<file path="src/rtl/lsu_ctrl.sv">
// rtl/lsu_ctrl.sv - load/store controller: byte/half/word requests onto a word-wide sync-read RAM
module lsu_ctrl #(
  parameter int ADDR_WIDTH = 12,
  parameter int DATA_WIDTH = 32
) (
  input  logic                  clk,
  input  logic                  nrst,
  input  logic                  req_valid,
  output logic                  req_ready,
  input  logic                  req_we,
  input  logic [ADDR_WIDTH+1:0] req_addr,
  input  logic [1:0]            req_size,
  input  logic                  req_unsigned,
  input  logic [DATA_WIDTH-1:0] req_wdata,
  output logic                  rsp_valid,
  output logic [DATA_WIDTH-1:0] rsp_rdata,
  output logic                  rsp_err,
  output logic [ADDR_WIDTH-1:0] ram_addr,
  output logic [DATA_WIDTH-1:0] ram_din,
  output logic                  ram_we,
  input  logic [DATA_WIDTH-1:0] ram_dout
);

  typedef enum logic [2:0] {IDLE, RD, DATA, WR, RESP} state_t;

  state_t                state_q;
  logic                  we_q;
  logic                  uns_q;
  logic [ADDR_WIDTH+1:0] addr_q;
  logic [1:0]            size_q;
  logic [DATA_WIDTH-1:0] wdata_q;
  logic [DATA_WIDTH-1:0] ram_din_q;
  logic [DATA_WIDTH-1:0] rsp_rdata_q;
  logic                  rsp_valid_q;
  logic                  rsp_err_q;

  logic                  req_err;
  logic [7:0]            byte_lane;
  logic [15:0]           half_lane;
  logic [DATA_WIDTH-1:0] load_ext;
  logic [DATA_WIDTH-1:0] merged;

  // Misaligned halves/words and the reserved size code are rejected before any RAM access
  always_comb begin
    req_err = (req_size == 2'b11) ||
              ((req_size == 2'b01) && req_addr[0]) ||
              ((req_size == 2'b10) && (req_addr[1:0] != 2'b00));
  end

  // Pick the addressed lane out of the read word and extend it for the core
  always_comb begin
    byte_lane = 8'h00;
    half_lane = 16'h0000;
    load_ext  = ram_dout;
    case (addr_q[1:0])
      2'd0:    byte_lane = ram_dout[7:0];
      2'd1:    byte_lane = ram_dout[15:8];
      2'd2:    byte_lane = ram_dout[23:16];
      default: byte_lane = ram_dout[31:24];
    endcase
    half_lane = addr_q[1] ? ram_dout[31:16] : ram_dout[15:0];
    case (size_q)
      2'b00:   load_ext = uns_q ? {24'h000000, byte_lane} : {{24{byte_lane[7]}}, byte_lane};
      2'b01:   load_ext = uns_q ? {16'h0000, half_lane} : {{16{half_lane[15]}}, half_lane};
      default: load_ext = ram_dout;
    endcase
  end

  // Overlay the store data onto the addressed lane(s) of the word just read
  always_comb begin
    merged = ram_dout;
    if (size_q == 2'b00) begin
      case (addr_q[1:0])
        2'd0:    merged[7:0]   = wdata_q[7:0];
        2'd1:    merged[15:8]  = wdata_q[7:0];
        2'd2:    merged[23:16] = wdata_q[7:0];
        default: merged[31:24] = wdata_q[7:0];
      endcase
    end else if (addr_q[1]) begin
      merged[31:16] = wdata_q[15:0];
    end else begin
      merged[15:0] = wdata_q[15:0];
    end
  end

  // Request sequencer; response fields only change on the edge that enters RESP
  always_ff @(posedge clk or negedge nrst) begin
    if (!nrst) begin
      state_q     <= IDLE;
      we_q        <= 1'b0;
      uns_q       <= 1'b0;
      addr_q      <= '0;
      size_q      <= 2'b00;
      wdata_q     <= '0;
      ram_din_q   <= '0;
      rsp_rdata_q <= '0;
      rsp_valid_q <= 1'b0;
      rsp_err_q   <= 1'b0;
    end else begin
      rsp_valid_q <= 1'b0;
      case (state_q)
        IDLE: begin
          if (req_valid) begin
            we_q    <= req_we;
            uns_q   <= req_unsigned;
            addr_q  <= req_addr;
            size_q  <= req_size;
            wdata_q <= req_wdata;
            if (req_err) begin
              rsp_valid_q <= 1'b1;
              rsp_err_q   <= 1'b1;
              rsp_rdata_q <= '0;
              state_q     <= RESP;
            end else if (req_we && (req_size == 2'b10)) begin
              ram_din_q <= req_wdata;
              state_q   <= WR;
            end else begin
              state_q <= RD;
            end
          end
        end
        RD:   state_q <= DATA;
        DATA: begin
          if (we_q) begin
            ram_din_q <= merged;
            state_q   <= WR;
          end else begin
            rsp_valid_q <= 1'b1;
            rsp_err_q   <= 1'b0;
            rsp_rdata_q <= load_ext;
            state_q     <= RESP;
          end
        end
        WR: begin
          rsp_valid_q <= 1'b1;
          rsp_err_q   <= 1'b0;
          rsp_rdata_q <= '0;
          state_q     <= RESP;
        end
        RESP:    state_q <= IDLE;
        default: state_q <= IDLE;
      endcase
    end
  end

  assign req_ready = (state_q == IDLE);
  assign ram_we    = (state_q == WR);
  assign ram_addr  = addr_q[ADDR_WIDTH+1:2];
  assign ram_din   = ram_din_q;
  assign rsp_valid = rsp_valid_q;
  assign rsp_rdata = rsp_rdata_q;
  assign rsp_err   = rsp_err_q;

endmodule

</file>
<file path="config.mk">
export PLATFORM = sky130hd
export DESIGN_NAME = lsu_ctrl
export DESIGN_NICKNAME = d
export VERILOG_FILES = /design/src/rtl/lsu_ctrl.sv
export SDC_FILE = /design/constraint.sdc
export NUM_CORES = 1
export LEC_CHECK = 0
export CAP_MARGIN = 10
export CELL_PAD_IN_SITES_DETAIL_PLACEMENT = 0
export CELL_PAD_IN_SITES_GLOBAL_PLACEMENT = 1
export CORE_ASPECT_RATIO = 0.75
export CORE_MARGIN = 2
export CORE_UTILIZATION = 39
export DETAILED_ROUTE_END_ITERATION = 12
export PLACE_DENSITY = 0.85
export SYNTH_ARGS = -nofsm -noshare
export SYNTH_HDL_FRONTEND = slang
export SYNTH_SLANG_ARGS = --single-unit
</file>
<file path="constraint.sdc">
create_clock -name clk -period 3.58 [get_ports clk]
set_input_delay 0.716 -clock clk [delete_from_list [all_inputs] [get_ports clk]]
set_output_delay 0.716 -clock clk [all_outputs]
set_load 0.02 [all_outputs]
</file>
==> flow_summary.yaml <==
final_layout:
  final_core_util: 0.561
  diodes: 0
  design_area_sq_um: 7370
  layout_commonest_cell: "clkdlybuf4s50_1"
  final_cell_mix: "clkdlybuf4s50_1 (163), dfrtp_1 (103), nor2_1 (59)"
  layout.cells.non_filler: 805
  syn2layout_area_growth_pct: 38.2
  drive_above_1_share: 0.139
  nets: 714
logic_synthesis:
  synth-edff-count: 0
  synth_seq_area_share: 0.483
  yosys.cell_types.count: 44
  ys_seq_elements: 103
  yosys_warnings: 0
  yosys_most_used_dff: "dfrtp_1"
  synth_nets: 579
  netlist_area_sq_um: 5340
  async_flop_share: 1.00
  syn_area_per_cell_sq_um: 10.8
  syn_inst: 494
drt:
  ant_nets: 0
  vias_per_cell: 5.73
  wirelength_microns: 16500
  routedWlPerCell_microns: 20.5
  drt-initial-drc-count: 331
  drt_pass1_iterations: 4
  drc: 0
  vias: 4615
placement:
  dp_cells: 789
  dpl.hpwl_microns: 12000
  placed_area_sq_um: 7040
  port_buffers: 164
  place_congestion: 0.858
global_route:
  grt_pass1_vias: 4629
  antenna_found_initial: 0
  grt_first_pass_wirelength_microns: 25800
  grt_usage: 0.227
  grt_max_degree: 104
  grt_remaining_overflow: 0
power:
  leakage_nw: 3.12
  power.internal_mw: 4.00
  powerDensity_nw_per_um2: 929
  power_frac_comb: 0.532
  p_clk_frac: 0.159
  peakVddDrop_mv: 0.503
  p_sw_frac: 0.417
  switchingPower_mw: 2.86
  finalPower_mw: 6.85
  power_frac_seq: 0.309
clock_tree:
  post_cts_buffers: 0
  cts_root_buffer: "clkbuf_16"
  cts_made_buffers: 9
  cts_resized: 0
  clkTransAtPathRegs_ns: 0.07
  cts_max_path_buffers: 2
  cts_sinks: 103
  cts_tree: "yes"
  ctsHoldBuffers: 0
  htreeDepth: 3
  clock_latency_ns: 0.36
timing:
  worst_pin_slew_ns: 0.940
  max_freq_mhz: 348
  skew_ns: 0.0115
  final_hold_viol_count: 0
  maxSlewViolCount: 0
  fin_crit_sh: 0.803
  slew-limit-headroom: 0.373
  fin_crit_ns: 2.88
  setup_tns_ns: 0
  setup_viol: 0
  grt_setup_unrepaired: "no"
die:
  ioPinCount: 165
  core-area_sq_um: 13200
  die_area_sq_um: 14600
  start_util: 0.406
  die_x_microns: 139
  rows: 36
  die_h_microns: 105
worst_setup_path:
  cp_data_required_time_ns: 2.86
  start_kind: "register"
  crit_type: "reg2out"
  arrival_ns: 2.16
  endpoint_kind: "output pin"
  worstPathMaxFanout: 8
run_status:
  status: "finished, final reports clean"
min_path:
  hp-class: "in2async"
job:
  drv_cap: 0
-- state kept, by name, summed over array words and instances, names as in the netlist --
signal / cells
size_q: 2
we_q: 1
addr_q: 14
rsp_err: 1
ram_din: 32
rsp_rdata: 32
wdata_q: 16
rsp_valid: 1
state_q: 3
uns_q: 1
-- routing by layer --
| layer | wire length, microns | share of wire | track usage | vias to the layer above |
|---|---|---|---|---|
| li1 | - | - | - | 2084 |
| met1 | 7590 | 0.46 | 0.326 | 2307 |
| met2 | 7350 | 0.44 | 0.341 | 211 |
| met3 | 1470 | 0.089 | 0.0641 | 13 |
| met4 | 133 | 0.0080 | 0.0534 | 0 |
| met5 | 0 | 0 | 0 | - |
-- layout make-up --
type	count	area [sq um]
Fill cell	1134	5780
Sequential cell	103	2580
Multi-Input combinational cell	309	2390
Timing Repair Buffer	178	1760
Clock buffer	10	239
Tap cell	171	214
Inverter	28	105
Clock inverter	6	91.3
-- cell families (layout without fill, tap and decap cells) --
family | count (synthesis) | count (layout) | synth area share
AOI/OAI and AO/OA | 141 | 141 | 0.209
DFF | 103 | 103 | 0.483
and+or+nand+nor | 99 | 99 | 0.0936
buffers and inverters | 82 | 222 | 0.0715
muxes | 69 | 69 | 0.143
-- stage by stage --
step | worst slack [ns] | hold slack (ns)
5_1_grt | 0.632 | 0.470
6_report | 0.705 | 0.403
2_1_floorplan | 1.51 | 0.420
4_1_cts | 0.728 | 0.459
3_3_place_gp | 0.808 | 0.465
3_5_place_dp | 0.738 | 0.469
-- cells in the mapped netlist, types with 2 or more instances --
cell type | number | area (sq um)
a21oi_1 | 22 | 110
nand3b_1 | 3 | 22.5
clkbuf_1 | 31 | 116
buf_2 | 7 | 35.0
o21a_1 | 2 | 15.0
nor2_1 | 59 | 221
buf_6 | 2 | 22.5
a21o_1 | 10 | 75.1
o221ai_1 | 16 | 140
nor4_1 | 2 | 12.5
nor3_1 | 2 | 10.0
a221o_1 | 17 | 170
o2bb2ai_1 | 8 | 70.1
buf_4 | 13 | 97.6
nand2_1 | 9 | 33.8
mux2i_1 | 21 | 210
o21ai_0 | 19 | 95.1
a31oi_1 | 2 | 12.5
mux2_2 | 47 | 529
a221oi_1 | 8 | 70.1
inv_1 | 28 | 105
a32o_1 | 16 | 160
nor2b_1 | 8 | 50.1
a32oi_1 | 16 | 140
or3_1 | 2 | 12.5
nand2b_1 | 4 | 25.0
dfrtp_1 | 103 | 2580
-- power by group through the flow --
stage          Combinational, mW  Sequential (mW)  Clock, mW
2_1_floorplan               2.07             2.32          0
3_3_place_gp                3.57             2.11          0
3_5_place_dp                3.63             2.13          0
4_1_cts                     3.65             2.11       1.11
5_1_grt                     3.91             2.18       1.16
6_report                    3.65             2.11       1.09
-- worst paths after layout --
kind	from	endpoint	slack [ns]	depth (start not counted)
setup / recovery	state_q[0]$_DFFE_PN0P_	req_ready	0.70	2
hold / removal	nrst	rsp_rdata[12]$_DFFE_PN0P_	0.40	2
setup reg to reg	addr_q[1]$_DFFE_PN0P_	rsp_rdata[24]$_DFFE_PN0P_	1.04	4
hold reg to reg	rsp_rdata[14]$_DFFE_PN0P_	rsp_rdata[14]$_DFFE_PN0P_	0.48	1
max in group asynchronous	nrst	ram_din[12]$_DFFE_PN0P_	2.72	2
min in group clk	rsp_rdata[14]$_DFFE_PN0P_	rsp_rdata[14]$_DFFE_PN0P_	0.48	1
-- worst max-delay path: stages, from the launching register on --
cell	delay (ns)
dfrtp_1	0.49
nor3_1	0.57
clkdlybuf4s50_1	0.75
Power figures use the tool's default switching activity.
